### src/rtl/alu_cmd_sequencer.sv
// rtl/alu_cmd_sequencer.sv - command front-end feeding a combinational ALU from a local register file.
// Optional sticky carry/overflow flags: define ALU_CMD_SEQUENCER_STICKY_FLAGS_EN.
module alu_cmd_sequencer #(
  parameter int WIDTH = 16,
  parameter int NREG  = 8,
  parameter int RAW   = 3
) (
  input  logic             clk,
  input  logic             rst,
  input  logic             cmd_valid,
  output logic             cmd_ready,
  input  logic [4:0]       cmd_opcode,
  input  logic [RAW-1:0]   cmd_rd,
  input  logic [RAW-1:0]   cmd_rs1,
  input  logic [RAW-1:0]   cmd_rs2,
  input  logic             cmd_imm_sel,
  input  logic [WIDTH-1:0] cmd_imm,
  output logic [WIDTH-1:0] alu_a,
  output logic [WIDTH-1:0] alu_b,
  output logic [4:0]       alu_opcode,
  input  logic [WIDTH-1:0] alu_result,
  input  logic             alu_zero,
  input  logic             alu_carry,
  input  logic             alu_overflow,
  output logic             rsp_valid,
  input  logic             rsp_ready,
  output logic [WIDTH-1:0] rsp_result,
  output logic             rsp_zero,
  output logic             rsp_carry,
  output logic             rsp_overflow,
  output logic [RAW-1:0]   rsp_rd,
  input  logic             host_we,
  input  logic [RAW-1:0]   host_waddr,
  input  logic [WIDTH-1:0] host_wdata,
  input  logic [RAW-1:0]   host_raddr,
  output logic [WIDTH-1:0] host_rdata,
  output logic             busy
`ifdef ALU_CMD_SEQUENCER_STICKY_FLAGS_EN
  ,
  input  logic             clr_sticky,
  output logic             sticky_carry,
  output logic             sticky_overflow
`endif
);

  typedef enum logic [1:0] {IDLE, READ, EXEC, RESP} state_t;

  state_t state, state_next;

  logic [WIDTH-1:0] regs [NREG];

  logic [4:0]       q_opcode;
  logic [RAW-1:0]   q_rd;
  logic [RAW-1:0]   q_rs1;
  logic [RAW-1:0]   q_rs2;
  logic             q_imm_sel;
  logic [WIDTH-1:0] q_imm;

  logic cmd_fire;

  assign cmd_ready  = (state == IDLE) && !rst;
  assign cmd_fire   = (state == IDLE) && cmd_valid;
  assign busy       = (state != IDLE);
  assign host_rdata = regs[host_raddr];

  always_ff @(posedge clk or posedge rst) begin
    if (rst) state <= IDLE;
    else     state <= state_next;
  end

  always_comb begin
    state_next = state;
    case (state)
      IDLE: if (cmd_valid) state_next = READ;
      READ: state_next = EXEC;
      EXEC: state_next = RESP;
      RESP: if (rsp_ready) state_next = IDLE;
      default: state_next = IDLE;
    endcase
  end

  always_ff @(posedge clk or posedge rst) begin
    if (rst) begin
      q_opcode  <= '0;
      q_rd      <= '0;
      q_rs1     <= '0;
      q_rs2     <= '0;
      q_imm_sel <= 1'b0;
      q_imm     <= '0;
    end else if (cmd_fire) begin
      q_opcode  <= cmd_opcode;
      q_rd      <= cmd_rd;
      q_rs1     <= cmd_rs1;
      q_rs2     <= cmd_rs2;
      q_imm_sel <= cmd_imm_sel;
      q_imm     <= cmd_imm;
    end
  end

  // r0 is never written, so it reads as zero without a read-side mux.
  // Host writes and write-back live in disjoint states and cannot collide.
  always_ff @(posedge clk or posedge rst) begin
    if (rst) begin
      for (int i = 0; i < NREG; i++) regs[i] <= '0;
    end else if (state == IDLE && host_we && host_waddr != '0) begin
      regs[host_waddr] <= host_wdata;
    end else if (state == EXEC && q_rd != '0) begin
      regs[q_rd] <= alu_result;
    end
  end

  always_ff @(posedge clk or posedge rst) begin
    if (rst) begin
      alu_a      <= '0;
      alu_b      <= '0;
      alu_opcode <= '0;
    end else if (state == READ) begin
      alu_a      <= regs[q_rs1];
      alu_b      <= q_imm_sel ? q_imm : regs[q_rs2];
      alu_opcode <= q_opcode;
    end
  end

  always_ff @(posedge clk or posedge rst) begin
    if (rst) begin
      rsp_valid    <= 1'b0;
      rsp_result   <= '0;
      rsp_zero     <= 1'b0;
      rsp_carry    <= 1'b0;
      rsp_overflow <= 1'b0;
      rsp_rd       <= '0;
    end else if (state == EXEC) begin
      rsp_valid    <= 1'b1;
      rsp_result   <= alu_result;
      rsp_zero     <= alu_zero;
      rsp_carry    <= alu_carry;
      rsp_overflow <= alu_overflow;
      rsp_rd       <= q_rd;
    end else if (state == RESP && rsp_ready) begin
      rsp_valid    <= 1'b0;
    end
  end

`ifdef ALU_CMD_SEQUENCER_STICKY_FLAGS_EN
  // A capture overrides a coincident clear.
  always_ff @(posedge clk or posedge rst) begin
    if (rst) begin
      sticky_carry    <= 1'b0;
      sticky_overflow <= 1'b0;
    end else if (state == EXEC) begin
      sticky_carry    <= sticky_carry | alu_carry;
      sticky_overflow <= sticky_overflow | alu_overflow;
    end else if (clr_sticky) begin
      sticky_carry    <= 1'b0;
      sticky_overflow <= 1'b0;
    end
  end
`endif

endmodule
### config.mk
export PLATFORM = sky130hd
export DESIGN_NAME = alu_cmd_sequencer
export DESIGN_NICKNAME = d
export VERILOG_FILES = /design/src/rtl/alu_cmd_sequencer.sv
export SDC_FILE = /design/constraint.sdc
export NUM_CORES = 1
export LEC_CHECK = 0
export ABC_AREA = 1
export BUFFER_PORTS_ARGS = -buffer_cell sky130_fd_sc_hd__buf_2
export CAP_MARGIN = 20
export CORE_MARGIN = 4
export CORE_UTILIZATION = 54
export CTS_CLUSTER_DIAMETER = 200
export DETAILED_ROUTE_END_ITERATION = 10
export PLACE_DENSITY = 0.78
export SYNTH_ARGS = -nofsm -noshare
export SYNTH_HDL_FRONTEND = slang
export SYNTH_SLANG_ARGS = --single-unit
### constraint.sdc
create_clock -name clk -period 6.23 [get_ports clk]
set_input_delay 0.623 -clock clk [delete_from_list [all_inputs] [get_ports clk]]
set_output_delay 0.623 -clock clk [all_outputs]
set_load 0.02 [all_outputs]
==> summary.md <==
| Metric | Value |
|---|---|
| Status | `completed` |
| FILL cells | `2,213` |
| # H-tree levels | `1` |
| GRT Residual Overflow | `0` |
| # port buffers | `154` |
| Top-count cell post-synth | `nand2_1` |
| Minimum clock period | `3.64 ns` |
| Largest net degree at the start of global routing | `140` |
| Initial Util | `0.555` |
| Critical register-to-register path startpoint | `q_rs2[2]` |
| Post-route ant nets | `0` |
| Crit path kind | `primary input to primary output` |
| HP Start | `alu_overflow` |
| Ys Warns | `0` |
| Sequential-to-total area share from yosys stat | `0.421` |
| Top post-synthesis cells by count | `nand2_1 (678), dfrtp_1 (221), nand3_1 (164)` |
| Layout Skew | `0.0110 ns` |
| Critical-path top delay cell | `inv_1` |
| Post-synth EDFFs | `0` |
| CP Capture Type | `primary output` |
| CTS tree | `done` |
| Max Slew Vio Count | `0` |
| Leading post-synthesis cells by cell area | `dfrtp_1 (42%), nand2_1 (19%), nand3_1 (6.2%), o22ai_1 (5.4%), a21oi_1 (4.6%)` |
| Synth cell types | `27` |
| Net Count, Synth | `1,937` |
| Critical path origin | `host_raddr[0]` |
| PwrDens | `510 nW/µm²` |
| # clock sinks | `221` |
| Max-Slew Margin vs Limit | `0.283` |
| Area growth syn-to-layout | `11.8%` |
| Worst path buffer plus inverter count | `5` |
| Drt drc | `0` |
| Sum Neg Setup Slack | `0 ns` |
| Drt pass-1 iters | `6` |
| Vert. Die Dim | `164 µm` |
| Main synth FF type | `dfrtp_1` |
| Post-DP HPWL | `28,000 µm` |
| Routed vias | `13,600` |
| MaxCap Viol Count | `0` |
| Worst path max stage delay | `0.64 ns` |
| Share of cells above drive strength 1 | `0.139` |
| Cell leakage power | `0.00738 µW` |
| Peak VDD IR | `0.385 mV` |
| Post-Syn Area | `13,100 µm²` |
| Full die area | `26,900 µm²` |
| Core Util, Final | `0.620` |
| CTS Buffer Depth | `3` |
| Core ar. | `23,700 µm²` |
| Largest delay contributor family on the critical path | `buffers and inverters` |
| Vias in the first global route | `12,600` |
| Asr flop ratio synth | `1.00` |
| Count of final setup violators | `0` |
| RSZ-0062 raised after global routing | `no` |
| WL/cell | `19.8 µm` |
| Rows | `56` |
| Reg clk slew, reported paths | `0.06 ns` |
| CTS buffer count | `25` |
| Storage element area | `5540 µm²` |
| Tcrit/Tclk final | `0.584` |
| Multi-input logic area | `6420 µm²` |
| Drt via density | `6.04` |
| Post-synthesis register bit count | `221` |
| Post-synthesis cell count | `1,855` |
| CP startpoint kind | `primary input` |
| Initial antenna violation count | `0` |
| Gr usage total | `0.326` |
| Arrival time at the worst endpoint | `3.02 ns` |
| Routed wire length | `44,400 µm` |
| Dpl cells | `2,200` |
| PostCTS Resize Cnt | `0` |
| Min-Delay Path Class | `primary input to flop` |
| Worst-skew pair later-pin latency | `0.53 ns` |
| Total power | `7500 µW` |
| Worst Path Required | `5.61 ns` |
| First-pass GRT wire length | `69,500 µm` |
| Fin cells | `2,246` |
| Ant diodes | `0` |
| Root buf cell | `clkbuf_16` |
| # IOs | `155` |
| R2R setup slack | `3.11 ns` |
| Synth top area share | `0.421` |
| CP max FO | `81` |
| Gpl congestion | `0.904` |
| Die width | `164 µm` |
| Slew @ Worst Pin | `1.08 ns` |
| Synth area leader | `dfrtp_1` |
| Post-Syn Area per Cell | `7.08 µm²` |
| Critical path cell sequence | `buf_2 -> buf_4 -> inv_1 -> buf_4 -> a21oi_1 -> o21ai_0 -> nand3_1 -> o21a_1 -> buf_2` |
| Final net count | `1,993` |
| Final hold vios | `0` |
| Fmax | `275 MHz` |
| Iteration-0 DRC Markers | `1,914` |
-- cells in the final DEF, fill, tap and decap left out, drive strengths merged --
cell type | synthesis | layout
o21ai | 118 | 118
clkbuf | 75 | 36
inv | 146 | 145
ha | 5 | 5
o22ai | 113 | 113
o211ai | 32 | 32
mux2 | 14 | 14
clkinv | 5 | 7
nand3 | 167 | 167
bufinv | 0 | 4
nor2 | 63 | 63
dfrtp | 221 | 221
o21a | 8 | 8
nand2 | 698 | 698
dlygate4sd3 | 0 | 1
a21oi | 121 | 121
clkinvlp | 0 | 2
nor3 | 7 | 7
buf | 62 | 165
-- flip-flops by register name, summed over array words and instances (netlist names), 5 cells and up --
register and count:
q_imm 16, q_opcode 5, alu_a 16, rsp_result 16, alu_opcode 5, regs 128, alu_b 16
-- worst register-to-register path, delay by kind of cell (launching register included) --
| family | cells | cell delay [ns] |
|---|---|---|
| AND/OR/NAND/NOR | 3 | 0.75 |
| flip-flops | 1 | 0.99 |
| buffers and inverters | 1 | 1.14 |
| AO/OA/AOI/OAI | 1 | 0.11 |
-- power by group --
part	internal (µW)	total (µW)	switching [µW]
Combinational	1090	3340	2250
Clock	958	1570	607
Sequential	1980	2590	612
-- kinds of logic after synthesis --
kind of cell | synth area share
buf+inv | 0.0903
simple gates | 0.304
fa+ha+maj | 0.00476
mux | 0.0120
flops | 0.421
compound gates | 0.168
-- path summary, 6_finish.rpt --
| path | end | depth (start not counted) |
|---|---|---|
| max | host_rdata[4] | 9 |
| min | rsp_overflow | 3 |
| max reg2reg | alu_b[5] | 5 |
| min reg2reg | regs[121] | 0 |
| max in group asynchronous | q_rs1[0] | 4 |
| min in group asynchronous | alu_a[10] | 3 |
-- through the flow --
stage,setup slack (ns),area [µm²],hold WS [ns]
finish,2.59,14700,0.291
global route,2.42,14700,0.307
CTS,2.67,14700,0.281
detailed placement,2.67,13800,0.404
global placement,2.77,13800,0.402
floorplan,2.72,13100,0.444
-- timing repair --
action / 4_1_cts / 5_1_grt
buffers inserted: 0 / 0
endpoints found under the hold margin: 4 / 0
hold buffers: 1 / 0
-- area by class of cell --
class,count,area share
Clock inverter,7,0.00937
Tap cell,319,0.0272
Timing Repair Buffer,166,0.0615
Inverter,151,0.0392
Sequential cell,221,0.377
Multi-Input combinational cell,1346,0.437
Clock buffer,36,0.0488
-- layer usage --
metal  wire (µm)  vias up  GRT usage
li1            -     6203          -
met1       17600     6248      0.459
met2       19600      972      0.495
met3        5400      146     0.0647
met4        1830        0      0.135
met5           0        -          0
(Power assumes the default switching activity.)
